<file path="src/rtl/reg_file_8x16_onehot_pkg.sv">
// Shared sizing constants for the 16-bit MIPS register file, its write decoder and ALU operand stage.
package reg_file_8x16_onehot_pkg;
  localparam int DATA_W = 16;
  localparam int NREG   = 8;
  localparam int ADDR_W = 3;
  localparam logic [ADDR_W-1:0] REG_ZERO = 3'd0;
endpackage

</file>
<file path="src/rtl/reg_file_8x16_onehot_onehot_chk.sv">
// Classifies a select vector as empty, one-hot or multi-hot; purely combinational.
module onehot_chk #(
  parameter int N = 8
) (
  input  logic [N-1:0] vec,
  output logic         is_one,
  output logic         is_zero,
  output logic         is_multi
);
  localparam int CW = $clog2(N + 1);

  logic [CW-1:0] cnt;

  always_comb begin
    cnt = '0;
    for (int i = 0; i < N; i++) begin
      cnt = cnt + CW'(vec[i]);
    end
  end

  assign is_zero  = (cnt == CW'(0));
  assign is_one   = (cnt == CW'(1));
  assign is_multi = (cnt > CW'(1));
endmodule

</file>
<file path="src/rtl/reg_file_8x16_onehot.sv">
// 8x16 register file: one-hot write select, two registered read ports with write-first bypass,
// R0 hardwired to zero, sticky flag for multi-hot write selects.
module reg_file_8x16_onehot
  import reg_file_8x16_onehot_pkg::*;
(
  input  logic              clk,
  input  logic              rst_n,
  input  logic              we,
  input  logic [NREG-1:0]   wsel,
  input  logic [DATA_W-1:0] wdata,
  input  logic              re,
  input  logic [ADDR_W-1:0] ra,
  input  logic [ADDR_W-1:0] rb,
  output logic [DATA_W-1:0] rdata_a,
  output logic [DATA_W-1:0] rdata_b,
  output logic              wr_err
);
  logic              sel_one;
  logic              sel_zero;
  logic              sel_multi;
  logic              valid_wr;
  logic [DATA_W-1:0] reg_q [NREG];

  onehot_chk #(.N(NREG)) u_chk (
    .vec      (wsel),
    .is_one   (sel_one),
    .is_zero  (sel_zero),
    .is_multi (sel_multi)
  );

  assign valid_wr = we & sel_one;

  // R0 is a constant, not a flop; writes aimed at it simply have nowhere to land.
  assign reg_q[0] = '0;

  for (genvar i = 1; i < NREG; i++) begin : g_reg
    logic [DATA_W-1:0] q;
    always_ff @(posedge clk or negedge rst_n) begin
      if (!rst_n) begin
        q <= '0;
      end else if (valid_wr && wsel[i]) begin
        q <= wdata;
      end
    end
    assign reg_q[i] = q;
  end

  // Write-first: a read of the register being written this edge returns the new data.
  always_ff @(posedge clk or negedge rst_n) begin
    if (!rst_n) begin
      rdata_a <= '0;
      rdata_b <= '0;
    end else if (re) begin
      rdata_a <= (ra == REG_ZERO) ? '0 : (valid_wr && wsel[ra]) ? wdata : reg_q[ra];
      rdata_b <= (rb == REG_ZERO) ? '0 : (valid_wr && wsel[rb]) ? wdata : reg_q[rb];
    end
  end

  always_ff @(posedge clk or negedge rst_n) begin
    if (!rst_n) begin
      wr_err <= 1'b0;
    end else if (we && sel_multi) begin
      wr_err <= 1'b1;
    end
  end
endmodule

</file>
<file path="config.mk">
export PLATFORM = sky130hd
export DESIGN_NAME = reg_file_8x16_onehot
export DESIGN_NICKNAME = d
export VERILOG_FILES = /design/src/rtl/reg_file_8x16_onehot_pkg.sv /design/src/rtl/reg_file_8x16_onehot_onehot_chk.sv /design/src/rtl/reg_file_8x16_onehot.sv
export SDC_FILE = /design/constraint.sdc
export NUM_CORES = 1
export LEC_CHECK = 0
export CORE_MARGIN = 5
export CORE_UTILIZATION = 56
export CTS_CLUSTER_SIZE = 12
export DETAILED_ROUTE_END_ITERATION = 16
export GPL_ROUTABILITY_DRIVEN = 0
export PLACE_DENSITY_LB_ADDON = 0.25
export SYNTH_ARGS = -nofsm -noshare
export SYNTH_HDL_FRONTEND = slang
export SYNTH_SLANG_ARGS = --single-unit
</file>
<file path="constraint.sdc">
create_clock -name clk -period 1.9 [get_ports clk]
set_input_delay 0.38 -clock clk [delete_from_list [all_inputs] [get_ports clk]]
set_output_delay 0.38 -clock clk [all_outputs]
set_load 0.01 [all_outputs]
</file>
==> run summary, run 1 <==
RSZ-0062 raised after global routing: true
Top_reg_cell synth: sky130_fd_sc_hd__dfrtp_1
Critical Path AT: 3660 ps
Final routed wirelength across all metal layers: 24000 um
Post-synthesis cell type count: 37
Number of hold violations in the final report: 0
Largest net degree at the start of global routing: 50
Number of vias after detailed routing: 6080
Fraction of final layout cells with drive strength greater than 1: 35.2%
Leading cell types in the layout, fill and taps excluded: 145 x sky130_fd_sc_hd__dfrtp_1, 112 x sky130_fd_sc_hd__mux2_4, 59 x sky130_fd_sc_hd__clkdlybuf4s50_1
Buffers on Ports: 66
Instance count of the mapped netlist: 615
Relative slew margins: 68.9%
Multi-input gate area in the final layout: 4450 um2
Worst setup slack before clock tree synthesis: -2740 ps
DRC viols: 0
Final setup skew: 6.01 ps
Worst-skew pair later-pin latency: 420 ps
Number of placed I/O pins: 67
Number of global-route vias before repair: 6598
Total global routing overflow: 0
Ys async rst share: 100%
Pre-Repair DR Iteration Count: 6
Area of the core: 13800 um2
Fmax: 0.298 GHz
Critical path launch point type: input port
Number of CTS-inserted buffers: 17
Share of the cycle needed by the critical path after routing: 177%
Max-cap check violation count: 0
Maximum number of buffers from clock root to sink: 2
Critical path class: input port to flip-flop
Areal power density over the cells: 1330 nW/um2
Number of antenna diodes: 0
Number of antenna violations at the first check in global routing: 0
R2r setup slk: 270 ps
Mean Syn Cell Area: 12.8 um2
Status: complete, but fails checks
Overall fraction of global-route tracks in use: 29.7%
Category of the worst setup path capture point: flip-flop
Width of the chip: 129 um
Peak VDD IR: 1.06 mV
Post-synth design cell area: 7870 um2
Number of clock sinks seen by CTS: 145
Final Hold Slack: 431 ps
Wire length per cell: 26.3 um
Remaining antenna violation count after routing: 0
Placement row count: 43
Highest net fanout along the worst path: 8
Class of the tightest hold or removal check: input port to asynchronous set/reset pin
Depth of the most critical reg-to-reg path: 4
Master cell of the clock root buffer: sky130_fd_sc_hd__clkbuf_16
Fill cell count: 848
Starting DRC count in detailed routing: 555
Initial standard-cell utilization of the core: 56.9%
CTS H-tree lvls: 4
Signed area change from the synthesized netlist to the final layout: 33.3%
Least-Margin Pin Slew: 454 ps
Number of flops mapped to enable cells by yosys: 0
Total Power: 14.0 mW
Post-synthesis sequential element count: 145
Wire length of the first global-routing pass: 37400 um
Sequential standard cell area: 3630 um2
Worst reg2reg path startpoint: g_reg[3].q[2]$_DFFE_PN0P_
Die height: 129 um
Number of max-slew violations in the final report: 0
Number of nets in the final layout: 760
Sequential fraction of the synthesis area: 46.1%
Post-synth net total: 656
TritonCTS clock tree: done
Destination of the worst register-to-register timing path: rdata_b[2]$_DFFE_PN0P_
Violations in the final reports: setup timing
Area of the die: 16500 um2
Vias per cell: 6.67
Total of warnings raised by yosys: 0
Final worst-path setup slack: -1460 ps
Min Clock Period, post-route: 3360 ps
Standby leakage power: 4.91 nW
Most frequent standard cell in the layout excluding fill and tap cells: sky130_fd_sc_hd__dfrtp_1
Count of endpoints failing setup in the final report: 145
Required time at the worst-slack endpoint: 2200 ps
Post-DP HPWL: 15200 um
Clock transition at path regs: 60 ps
## repair_timing
action,in CTS,in global routing
hold buffers,1,0
endpoints found under the setup margin,145,145
cloned,1,1
gates resized for setup,92,2
pin swaps,24,14
setup buffers,5,0
endpoints found under the hold margin,29,0
## power breakdown
group	switching [mW]	leakage, nW	internal [mW]	total, mW
clock	1.28	0.288	2.02	3.31
combinational	1.82	2.84	3.23	5.06
sequential	1.14	1.78	4.46	5.60
## worst max-delay path, stage by stage
cell and delay, ps:
sky130_fd_sc_hd__buf_6 100, sky130_fd_sc_hd__ha_4 250, sky130_fd_sc_hd__inv_2 30, sky130_fd_sc_hd__fa_1 540, sky130_fd_sc_hd__fa_1 430, sky130_fd_sc_hd__fa_2 370
sky130_fd_sc_hd__fa_2 590, sky130_fd_sc_hd__and2_4 290, sky130_fd_sc_hd__nand3_4 170, sky130_fd_sc_hd__buf_12 200, sky130_fd_sc_hd__mux2_4 310
## flip-flops by register name, indices dropped and copies added, names as in the netlist
register  flops
rdata_b      16
wr_err        1
g.q         112
rdata_a      16
## cell usage after synthesis (13+ instances only)
master,count,area (um2)
sky130_fd_sc_hd__dfrtp_1,145,3630
sky130_fd_sc_hd__mux2_1,128,1440
sky130_fd_sc_hd__nor2b_1,52,325
sky130_fd_sc_hd__a221oi_1,45,394
sky130_fd_sc_hd__mux2i_1,43,430
sky130_fd_sc_hd__a221o_1,32,320
sky130_fd_sc_hd__buf_1,19,71.3
sky130_fd_sc_hd__buf_2,19,95.1
sky130_fd_sc_hd__clkbuf_1,18,67.6
sky130_fd_sc_hd__mux2_2,17,191
sky130_fd_sc_hd__a311oi_1,16,140
sky130_fd_sc_hd__a211oi_1,15,113
sky130_fd_sc_hd__inv_1,13,48.8
## worst max-delay path by stage
stage	from	to	slack, ps
floorplan	wsel[1]	rdata_b[11]$_DFFE_PN0P_	-1670
global placement	wsel[0]	rdata_b[10]$_DFFE_PN0P_	-2630
detailed placement	wsel[1]	rdata_b[4]$_DFFE_PN0P_	-2740
CTS	wsel[0]	g_reg[2].q[8]$_DFFE_PN0P_	-1490
global route	wsel[0]	rdata_b[14]$_DFFE_PN0P_	-1520
finish	wsel[0]	g_reg[2].q[6]$_DFFE_PN0P_	-1460
## kinds of logic (layout without fill, tap and decap cells)
family	after synthesis	after routing	share of synthesized area (%)
multiplexers	196	196	28.5
flip-flops	145	145	46.1
buffers and inverters	76	192	4.36
AO/OA/AOI/OAI	116	116	13.4
adder cells (fa/ha/maj)	7	7	1.50
AND/OR/NAND/NOR	75	75	6.14
## layer usage
layer | track usage [%] | part of all wire [%]
met1 | 38.7 | 40
met2 | 46.8 | 47
met3 | 7.97 | 8.7
met4 | 13.3 | 4.1
met5 | 0 | 0
## cell type report
type                    count  share of cell area (%)
inverters                  13                   0.465
flip-flops and latches    145                    34.6
repair buffers            148                    14.8
multi-input cells         394                    42.5
well taps                 180                    2.15
clock inverters            10                    1.05
clock buffers              21                    4.49
## per-stage QoR
stage	cell area [um2]	util [%]	instances	setup TNS, ps
after floorplan	8250	-	615	-234440
after global placement	9530	68.9	872	-334360
after detailed placement	9530	68.9	872	-344210
after CTS	10500	75.8	910	-208360
after global routing	10500	75.8	911	-212460
final	10500	75.8	911	-203530
(Power assumes the default switching activity.)
==> inputs of run 2 (changes only) <==
CORE_ASPECT_RATIO = 1.2   (was unset)
clock period = 3.75 ns   (was 1.9 ns; I/O delays follow)
==> run 2 against run 1 <==
  * The run still ends with setup timing left
  * Global-route usage increased by 0.63 points
  * Die area about the same
  * Via count increased by 2.6%
  * Register-to-register slack improved by 1800 ps
  * Sequential cell count unchanged
  * Critical path depth increased by 3
  * Wire length increased by 8.0%
  * Design area about the same
  * Power decreased by 47%
  * Cell count decreased by 3.0%
  * Clock power decreased by 44%
  * Highest routed layer unchanged
==> run summary, run 2 (synthesis gave the netlist of run 1 again) <==
Status: complete, but fails checks (unchanged)
Violations in the final reports: setup timing (unchanged)
Number of global-route vias before repair: 6616 (was 6598)
Fmax: 0.260 GHz
Setup TNS: -5330 ps (was -203530 ps)
Vias per cell: 7.06 (was 6.67)
Clock transition at path regs: 60 ps (about the same)
Max-cap check violation count: 0 (unchanged)
Number of hold-repair buffers added at the cts stage: 0 (was 1)
CTS H-tree lvls: 4 (unchanged)
Fraction of final layout cells with drive strength greater than 1: 33.7% (was 35.2%)
Count of endpoints failing setup in the final report: 105 (was 145)
Min Clock Period, post-route: 3850 ps
DRC viols: 0 (unchanged)
Placement row count: 47 (was 43)
Peak VDD IR: 0.462 mV (was 1.06 mV)
Relative slew margins: 40.2% (was 68.9%)
Initial standard-cell utilization of the core: 56.9% (about the same)
Total Power: 7.35 mW (was 14.0 mW)
Pre-Repair DR Iteration Count: 6 (unchanged)
RSZ-0062 raised after global routing: true (unchanged)
Width of the chip: 118 um (was 129 um)
Number of nets in the final layout: 742 (was 760)
Final routed wirelength across all metal layers: 25900 um (was 24000 um)
Switching Share: 30.7% (was 30.4%)
Number of clock sinks seen by CTS: 145 (unchanged)
Fill cell count: 790 (was 848)
Standby leakage power: 4.83 nW (was 4.91 nW)
Number of antenna violations at the first check in global routing: 0 (unchanged)
Least-Margin Pin Slew: 872 ps (was 454 ps)
Maximum number of buffers from clock root to sink: 2 (unchanged)
TritonCTS clock tree: done (unchanged)
Number of max-slew violations in the final report: 0 (unchanged)
Areal power density over the cells: 701 nW/um2 (was 1330 nW/um2)
Wire length of the first global-routing pass: 38700 um (was 37400 um)
Area of the core: 13800 um2 (about the same)
Clock power frac: 25.2% (was 23.7%)
Number of CTS-inserted buffers: 17 (unchanged)
Share of the cycle needed by the critical path after routing: 103%
Final worst-path setup slack: -101 ps (was -1460 ps)
Number of placed I/O pins: 67 (unchanged)
Area of the die: 16500 um2 (about the same)
Starting DRC count in detailed routing: 819 (was 555)
R2r setup slk: 2080 ps (was 270 ps)
Worst-skew pair later-pin latency: 440 ps (was 420 ps)
Signed area change from the synthesized netlist to the final layout: 33.2% (was 33.3%)
Final setup skew: 11.6 ps (was 6.01 ps)
Critical path launch point type: input port (unchanged)
Category of the worst setup path capture point: flip-flop (unchanged)
Most frequent standard cell in the layout excluding fill and tap cells: sky130_fd_sc_hd__dfrtp_1 (unchanged)
Leading cell types in the layout, fill and taps excluded: 145 x sky130_fd_sc_hd__dfrtp_1, 98 x sky130_fd_sc_hd__mux2_4, 59 x sky130_fd_sc_hd__clkdlybuf4s50_1 (was 145 x sky130_fd_sc_hd__dfrtp_1, 112 x sky130_fd_sc_hd__mux2_4, 59 x sky130_fd_sc_hd__clkdlybuf4s50_1)
Wire length per cell: 29.3 um (was 26.3 um)
Die height: 140 um (was 129 um)
Required time at the worst-slack endpoint: 4060 ps (was 2200 ps)
Master cell of the clock root buffer: sky130_fd_sc_hd__clkbuf_16 (unchanged)
Highest net fanout along the worst path: 7 (was 8)
Top Registers: g.q (112), rdata_a (16), rdata_b (16) (unchanged)
Critical Path AT: 4160 ps (was 3660 ps)
Remaining antenna violation count after routing: 0 (unchanged)
Total global routing overflow: 0 (unchanged)
Pint: 5.09 mW (was 9.72 mW)
Number of vias after detailed routing: 6239 (was 6080)
Overall fraction of global-route tracks in use: 30.3% (was 29.7%)
Number of hold violations in the final report: 0 (unchanged)
Register bank with the most flops: g.q (unchanged)
Buffers on Ports: 66 (unchanged)
Post-DP HPWL: 14000 um (was 15200 um)
Number of antenna diodes: 0 (unchanged)
Combinational group share of total power: 36.1% (was 36.2%)
Number of flip-flops under the largest register name: 112 (unchanged)
Fraction of power consumed by sequential logic: 38.7% (was 40.1%)
Largest net degree at the start of global routing: 98 (was 50)
Net switching power of the design: 2.25 mW (was 4.25 mW)
Critical path class: input port to flip-flop (unchanged)
Class of the tightest hold or removal check: input port to asynchronous set/reset pin (unchanged)
-- run 2: cell types whose count changed in the layout (fill, tap and decap cells not counted), moves of 2 or more --
cell and delta:
sky130_fd_sc_hd__mux2_2 +14, sky130_fd_sc_hd__clkinv_2 -4, sky130_fd_sc_hd__buf_12 +3, sky130_fd_sc_hd__buf_16 +2
sky130_fd_sc_hd__buf_4 -26, sky130_fd_sc_hd__o311a_4 +2, sky130_fd_sc_hd__bufinv_16 +2, sky130_fd_sc_hd__mux2_4 -14
-- run 2: worst paths after layout --
path | from | endpoint | cells past startpoint
max | wsel[0] | g_reg[2].q[15]$_DFFE_PN0P_ | 14
min | rst_n | g_reg[6].q[5]$_DFFE_PN0P_ | 1
max reg2reg | g_reg[3].q[14]$_DFFE_PN0P_ | rdata_b[14]$_DFFE_PN0P_ | 4
min reg2reg | wr_err$_DFFE_PN0P_ | wr_err$_DFFE_PN0P_ | 1
max in group asynchronous | rst_n | g_reg[6].q[0]$_DFFE_PN0P_ | 2
min in group clk | wr_err$_DFFE_PN0P_ | wr_err$_DFFE_PN0P_ | 1
-- run 2: cell type report --
type	count	area, um2	area share (%)
repair buffers	128	1500	14.3
clock buffers	23	488	4.66
well taps	171	214	2.04
clock inverters	8	150	1.43
multi-input cells	396	4450	42.5
flip-flops and latches	145	3630	34.6
inverters	13	48.8	0.466
-- run 2: through the flow --
step | setup WS (ps) | area [um2] | cells | util (%) | hold WS [ps]
floorplan | -193 | 8250 | 615 | - | 454
global placement | -1200 | 9290 | 835 | 67.2 | 460
detailed placement | -1310 | 9290 | 835 | 67.2 | 465
CTS | -196 | 10300 | 881 | 74.6 | 466
global route | -175 | 10500 | 884 | 75.8 | 509
finish | -101 | 10500 | 884 | 75.8 | 423
-- run 2: power groups by stage --
stage	logic (mW)	clock network (mW)	registers, mW
after global placement	2.10	0	2.72
after floorplan	1.52	0	2.67
after CTS	2.45	1.85	2.79
after detailed placement	2.18	0	2.79
after global routing	2.79	1.94	2.91
final	2.65	1.85	2.84
-- run 2: repair_timing --
action | in CTS | in global routing
cloned | 5 | 1
setup buffers | 10 | 3
gates resized for setup | 54 | 32
pin swaps | 25 | 9
setup endpoints to repair | 145 | 144
-- run 2: routing by layer --
layer | GRT usage, % | wire length [um]
met2 | 48.9 | 12500
met5 | 0 | 0
met1 | 37.7 | 9980
met3 | 7.02 | 2160
met4 | 16.6 | 1260
-- run 2: worst max-delay path: stages --
cell and delay (ps):
sky130_fd_sc_hd__buf_8 100, sky130_fd_sc_hd__ha_4 250, sky130_fd_sc_hd__inv_2 30, sky130_fd_sc_hd__fa_1 450
sky130_fd_sc_hd__fa_1 510, sky130_fd_sc_hd__fa_2 390, sky130_fd_sc_hd__fa_2 390, sky130_fd_sc_hd__nor2_4 140
sky130_fd_sc_hd__buf_6 110, sky130_fd_sc_hd__a31o_4 230, sky130_fd_sc_hd__buf_12 140, sky130_fd_sc_hd__nand3_4 150
sky130_fd_sc_hd__buf_12 200, sky130_fd_sc_hd__mux2_4 310
